`src/rtl/core_mul_pkg.sv`:
```
`default_nettype none
// ============================================================================
// Module      : core_mul_pkg
// Description : Shared types and helpers for the iterative multiplier.
//               word_t      - 32-bit data word
//               dword_t     - 64-bit double word (product / accumulator)
//               mul_state_t - sequencer states (IDLE, RUN, FINISH)
//               abs_word    - magnitude of a word as a 32-bit unsigned value
// Revision    : 1.0 - initial release
// ============================================================================
package core_mul_pkg;

    typedef logic [31:0] word_t;
    typedef logic [63:0] dword_t;

    typedef enum logic [1:0] {
        ST_IDLE   = 2'd0,
        ST_RUN    = 2'd1,
        ST_FINISH = 2'd2
    } mul_state_t;

    // Two's-complement magnitude when is_signed is set. The result is read
    // as unsigned, so 0x80000000 becomes 2^31 without overflow.
    function automatic word_t abs_word(input word_t v, input logic is_signed);
        if (is_signed && v[31]) begin
            abs_word = word_t'(-v);
        end else begin
            abs_word = v;
        end
    endfunction

endpackage : core_mul_pkg
`default_nettype wire

```
`src/rtl/core_mul_fix.sv`:
```
`default_nettype none
// ============================================================================
// Module      : core_mul_fix
// Description : Combinational result fix-up for the multiplier FINISH step:
//               optional 64-bit negate of the unsigned product magnitude,
//               followed by an optional 64-bit accumulate (wrapping).
// Ports       : i_prod - 64-bit product magnitude
//               i_neg  - 1 = negate i_prod
//               i_add  - 1 = add i_acc
//               i_acc  - 64-bit accumulator operand
//               o_res  - 64-bit result
// Revision    : 1.0 - initial release
// ============================================================================
module core_mul_fix
    import core_mul_pkg::*;
(
    input  dword_t i_prod,
    input  logic   i_neg,
    input  logic   i_add,
    input  dword_t i_acc,
    output dword_t o_res
);

    dword_t w_signed_prod;

    always_comb begin
        w_signed_prod = i_neg ? dword_t'(-i_prod) : i_prod;
        o_res         = w_signed_prod + (i_add ? i_acc : dword_t'(0));
    end

endmodule : core_mul_fix
`default_nettype wire

```
`src/rtl/core_mul.sv`:
```
`default_nettype none
// ============================================================================
// Module      : core_mul
// Description : Iterative 32x32 multiply / multiply-accumulate responder.
//               Operands are captured on start while ready=1; STEP_BITS
//               multiplier bits are retired per RUN cycle; a single FINISH
//               cycle applies sign and accumulator and writes q.
//               Optional build macro CORE_MUL_EARLY_EXIT_EN: leave RUN as soon
//               as the remaining multiplier magnitude is zero (results are
//               identical, only latency changes).
// Parameters  : STEP_BITS - multiplier bits per RUN cycle (1, 2, 4 or 8)
// Ports       : clk, rst      - clock, synchronous active-high reset
//               start         - request, accepted only while ready=1
//               a, b          - multiplicand, multiplier
//               c_hi, c_lo    - accumulator words (c_hi used in long mode)
//               add           - 1 = add accumulator
//               long_mul      - 1 = accumulator {c_hi,c_lo}, 0 = {0,c_lo}
//               signed_mul    - 1 = a, b are two's complement
//               ready         - idle, q valid
//               q_hi, q_lo    - 64-bit result
// Revision    : 1.0 - initial release
// ============================================================================
module core_mul
    import core_mul_pkg::*;
#(
    parameter int STEP_BITS = 2
) (
    input  logic        clk,
    input  logic        rst,
    input  logic        start,
    input  logic [31:0] a,
    input  logic [31:0] b,
    input  logic [31:0] c_hi,
    input  logic [31:0] c_lo,
    input  logic        add,
    input  logic        long_mul,
    input  logic        signed_mul,
    output logic        ready,
    output logic [31:0] q_hi,
    output logic [31:0] q_lo
);

    localparam int         c_steps   = 32 / STEP_BITS;
    localparam logic [5:0] c_steps_w = 6'(c_steps);

    generate
        if (!(STEP_BITS == 1 || STEP_BITS == 2 || STEP_BITS == 4 || STEP_BITS == 8)) begin : g_bad_step
            $error("core_mul: STEP_BITS must be 1, 2, 4 or 8");
        end
    endgenerate

    // ------------------------------------------------------------------
    // State
    // ------------------------------------------------------------------
    mul_state_t state_q, state_d;
    dword_t     a_sh_q,  a_sh_d;   // a_mag pre-shifted to the current digit weight
    word_t      b_rem_q, b_rem_d;  // remaining (unretired) b_mag
    dword_t     sum_q,   sum_d;    // partial sum of the magnitude product
    logic [5:0] cnt_q,   cnt_d;    // RUN cycles completed
    logic       neg_q,   neg_d;
    logic       add_q,   add_d;
    dword_t     acc_q,   acc_d;    // accumulator already widened for the mode
    logic       ready_q, ready_d;
    dword_t     res_q,   res_d;

    dword_t     w_digit;
    dword_t     w_pp;
    dword_t     w_fix_res;
    logic       w_run_done;

    assign w_digit = dword_t'(b_rem_q[STEP_BITS-1:0]);
    assign w_pp    = a_sh_q * w_digit;

    // RUN always spends one extra cycle after the last digit is retired
    // before entering FINISH; the digit seen in that cycle is zero.
`ifdef CORE_MUL_EARLY_EXIT_EN
    // At least one digit is always retired before the zero test applies.
    assign w_run_done = (cnt_q == c_steps_w) || ((cnt_q != 6'd0) && (b_rem_q == '0));
`else
    assign w_run_done = (cnt_q == c_steps_w);
`endif

    core_mul_fix u_fix (
        .i_prod (sum_q),
        .i_neg  (neg_q),
        .i_add  (add_q),
        .i_acc  (acc_q),
        .o_res  (w_fix_res)
    );

    // ------------------------------------------------------------------
    // Next-state logic
    // ------------------------------------------------------------------
    always_comb begin
        state_d = state_q;
        a_sh_d  = a_sh_q;
        b_rem_d = b_rem_q;
        sum_d   = sum_q;
        cnt_d   = cnt_q;
        neg_d   = neg_q;
        add_d   = add_q;
        acc_d   = acc_q;
        res_d   = res_q;

        case (state_q)
            ST_IDLE: begin
                if (start) begin
                    a_sh_d  = {32'h0, abs_word(a, signed_mul)};
                    b_rem_d = abs_word(b, signed_mul);
                    sum_d   = '0;
                    cnt_d   = '0;
                    neg_d   = signed_mul & (a[31] ^ b[31]);
                    add_d   = add;
                    acc_d   = long_mul ? {c_hi, c_lo} : {32'h0, c_lo};
                    state_d = ST_RUN;
                end
            end
            ST_RUN: begin
                if (w_run_done) begin
                    state_d = ST_FINISH;
                end else begin
                    sum_d   = sum_q + w_pp;
                    a_sh_d  = a_sh_q << STEP_BITS;
                    b_rem_d = b_rem_q >> STEP_BITS;
                    cnt_d   = cnt_q + 6'd1;
                end
            end
            ST_FINISH: begin
                res_d   = w_fix_res;
                state_d = ST_IDLE;
            end
            default: begin
                state_d = ST_IDLE;
            end
        endcase

        ready_d = (state_d == ST_IDLE);
    end

    // ------------------------------------------------------------------
    // Registers
    // ------------------------------------------------------------------
    always_ff @(posedge clk) begin
        if (rst) begin
            state_q <= ST_IDLE;
            a_sh_q  <= '0;
            b_rem_q <= '0;
            sum_q   <= '0;
            cnt_q   <= '0;
            neg_q   <= 1'b0;
            add_q   <= 1'b0;
            acc_q   <= '0;
            ready_q <= 1'b1;
            res_q   <= '0;
        end else begin
            state_q <= state_d;
            a_sh_q  <= a_sh_d;
            b_rem_q <= b_rem_d;
            sum_q   <= sum_d;
            cnt_q   <= cnt_d;
            neg_q   <= neg_d;
            add_q   <= add_d;
            acc_q   <= acc_d;
            ready_q <= ready_d;
            res_q   <= res_d;
        end
    end

    assign ready = ready_q;
    assign q_hi  = res_q[63:32];
    assign q_lo  = res_q[31:0];

endmodule : core_mul
`default_nettype wire

```
`config.mk`:
```
export PLATFORM = sky130hd
export DESIGN_NAME = core_mul
export DESIGN_NICKNAME = d
export VERILOG_FILES = /design/src/rtl/core_mul_pkg.sv /design/src/rtl/core_mul_fix.sv /design/src/rtl/core_mul.sv
export SDC_FILE = /design/constraint.sdc
export NUM_CORES = 1
export LEC_CHECK = 0
export CAP_MARGIN = 20
export CORE_ASPECT_RATIO = 0.5
export CORE_UTILIZATION = 54
export DETAILED_ROUTE_END_ITERATION = 10
export GPL_TIMING_DRIVEN = 0
export PLACE_DENSITY_LB_ADDON = 0.3
export SETUP_SLACK_MARGIN = 0.1
export SLEW_MARGIN = 5
export SYNTH_ARGS = -nofsm -noshare
export SYNTH_HDL_FRONTEND = slang
export SYNTH_SLANG_ARGS = --single-unit
```
`constraint.sdc`:
```
create_clock -name clk -period 5.1 [get_ports clk]
set_clock_uncertainty 0.05 [all_clocks]
set_input_delay 1.275 -clock clk [delete_from_list [all_inputs] [get_ports clk]]
set_output_delay 1.275 -clock clk [all_outputs]
set_load 0.1 [all_outputs]
```
==> metrics.txt <==
number of global-route vias before repair 21953; peak supply drop between 0.2 and 0.3 mV; grt total ovfl 0; Worst R2R Path Depth 19; FF-to-FF Start sum_q[3]; hold path depth 2; worst reg-to-reg setup slack -150 ps; Hold EP res_q[22]; Post-synth top flop dfxtp_1; fin nets 3714; Die H 149 um; via count 23846; worst-case clock buffer depth 3; status finished with violations; Total Wirelength about 80000 um; cell repeated most along the worst path or3_4; largest net degree at the start of global routing 16; fin area approximately 28000 um^2; final hold vios 0; Synth Register Bits between 200 and 300; register area share after synthesis 0.256; Worst R2R End res_q[59]; vias per inst 6.01; min Tclk post-route ~5200 ps; Cell Area, Placed 26100 um^2; Worst Tran Pin Value 1230 ps; Die X 296 um; Pre-antenna DRT Iters 6; CTS tree built; cts hold-fix bufs 0; count of cell types in the netlist 77; placed cells about 3900; GRT Total Usage 0.340; initial antenna violation count 0; unrepaired setup endpoints after global routing yes; initial core utilization 0.552; H-tree levels 1; Rel. slew slack 0.179; TNS Setup -197 ps; share of cells above drive strength 1 0.0711; Crit Path Class register to register; violated checks setup timing; Max Slew Vio Count 0; port bufs between 150 and 200; final core occ 0.664; DP HPWL 61500 um; Mapped Avg Cell Area 7.54 um^2; top area cells in the synthesized netlist dfxtp_1, nand2_1, ha_1, a21oi_1, xnor2_1; warning count from the yosys run 0; clk sinks 299; clk root buf clkbuf_16; # setup viols final 3; Final WS setup -148 ps; DRT iter0 DRCs 2277; worst-skew pair later-pin latency 620 ps; global-route wire length before repair roughly 120000 um; number of synthesized flops with an enable pin 0; max_cap viols 0; mapped cell area roughly 23000 um^2; CTS buffer count 29; io pins 199; average wire per standard cell 19.6 um; Synth async-reset ratio 0; post-synth top area share 0.256; row count 53; critical-path cell list nor3_4, nand3_2, or3_4, nand2b_4, or3_4, o31ai_4, xnor2_2, ha_1, buf_6, nand4_1, or3_4, a2111oi_4, a211oi_2, or4_4, o21ai_4, a21boi_4, o41ai_4, nor4b_2, a211o_1; Min-Delay Startpoint res_q[22]; top cells by count, synth nand2_1, a21oi_1, dfxtp_1, inv_1, nor2_1; Worst EP required 5530 ps; fmax about 190 MHz; die area 44100 um^2; Min Hold Slack 398 ps; Yosys top cell by area dfxtp_1; fin cells 3968; Mapped Nets 3443; crit-path max cell delay 590 ps; post-synthesis instance total 3100; LEAKAGE between 0.01 and 0.015 uW; Core Footprint 42300 um^2; period utilisation layout 1.03; Area Overhead vs Synth 20.2%; HP Class register to register; CP Data Arrival Time 5680 ps; number of remaining DRC errors 0; Routed Antenna Nets 0; routability cong. 1.01; worst-path maximum fanout 5; top-count cell post-synth nand2_1; Pwr Density 207 nW/um^2; startpoint class of the critical path register; Crit. End Element register; Reg clk slew, reported paths 70 ps; CP max-delay cell or4_4
-- final cells by class --
type,count,area (um^2)
well taps,577,722
inverters,215,807
flip-flops and latches,299,6010
multi-input cells,2398,16500
clock inverters,13,145
diodes,1,2.50
fillers,3826,14200
plain buffers,184,762
repair buffers,244,2360
clock buffers,37,816
-- per-stage QoR --
step | setup WS [ps] | total power, uW
final | -148 | 5810
after global routing | -264 | 6000
after CTS | -47.9 | 5760
after detailed placement | -768 | 3490
after global placement | -709 | 3470
after floorplan | 118 | 3100
-- kinds of logic after synthesis --
family	Yosys count	share of synthesized area
fa+ha+maj	209	0.133
mux	2	0.000910
simple gates	1065	0.212
buf+inv	403	0.0655
xor+xnor	228	0.0855
compound gates	894	0.247
flops	299	0.256
-- sequential cells by signal (all words and copies together), names as in the netlist --
name     flops
add_q        1
res_q       64
ready        1
a_sh_q      64
state_q      2
b_rem_q     32
acc_q       64
neg_q        1
cnt_q        6
sum_q       64
-- where the power goes --
part           internal (uW)  leakage (uW)  switching, uW
clock network           1240      0.000481           1030
registers               2410       0.00244           77.6
logic                    407       0.00898            641
-- worst max-delay path by stage --
stage / endpoint / slack, ps / startpoint / cells past startpoint
6_report: res_q[59] / -150 / sum_q[3] / 19
5_1_grt: res_q[60] / -260 / sum_q[21] / 22
4_1_cts: res_q[60] / -50 / sum_q[10] / 22
3_5_place_dp: res_q[59] / -770 / sum_q[3] / 18
3_3_place_gp: sum_q[58] / -710 / b_rem_q[0] / 16
2_1_floorplan: res_q[60] / 120 / sum_q[20] / 22
-- metal layers --
layer / GRT usage / up-vias / part of all wire
met5: 0 / - / 0
met4: 0.111 / 0 / 0.035
met3: 0.0653 / 152 / 0.091
met2: 0.531 / 981 / 0.44
met1: 0.470 / 11391 / 0.44
li1: - / 11322 / -
-- what timing repair did --
action / CTS / global route
resized for setup: 83 / 86
setup buffers: 30 / 17
pin swaps: 36 / 29
endpoints found under the setup margin: 58 / 38
-- placed cells by master (no fill, tap or decap), types with 27 or more instances in the layout --
master             n
a21oi_1          315
nor3_1            34
dfxtp_1          288
a22o_1            86
a211oi_1          36
buf_4             45
xor2_1            80
o21ai_0          114
o31ai_1           27
clkbuf_1         154
ha_1             137
and2_1            78
nand2_1          487
inv_1            214
nor2_1           178
xnor2_1          142
fa_1              64
nand4_1           47
clkbuf_16         29
a21o_1            80
nand3_1           78
clkdlybuf4s50_1  197
-- critical path, delay by kind of cell (launching register included) --
kind	cells	cell delay, ps
xor gates and xnor gates	1	140
and+or+nand+nor	9	2500
DFF	1	380
adders and majority gates	1	310
AOI/OAI and AO/OA	7	1620
buffers and inverters	1	100
Note: power is estimated with default switching activity, not from simulation.
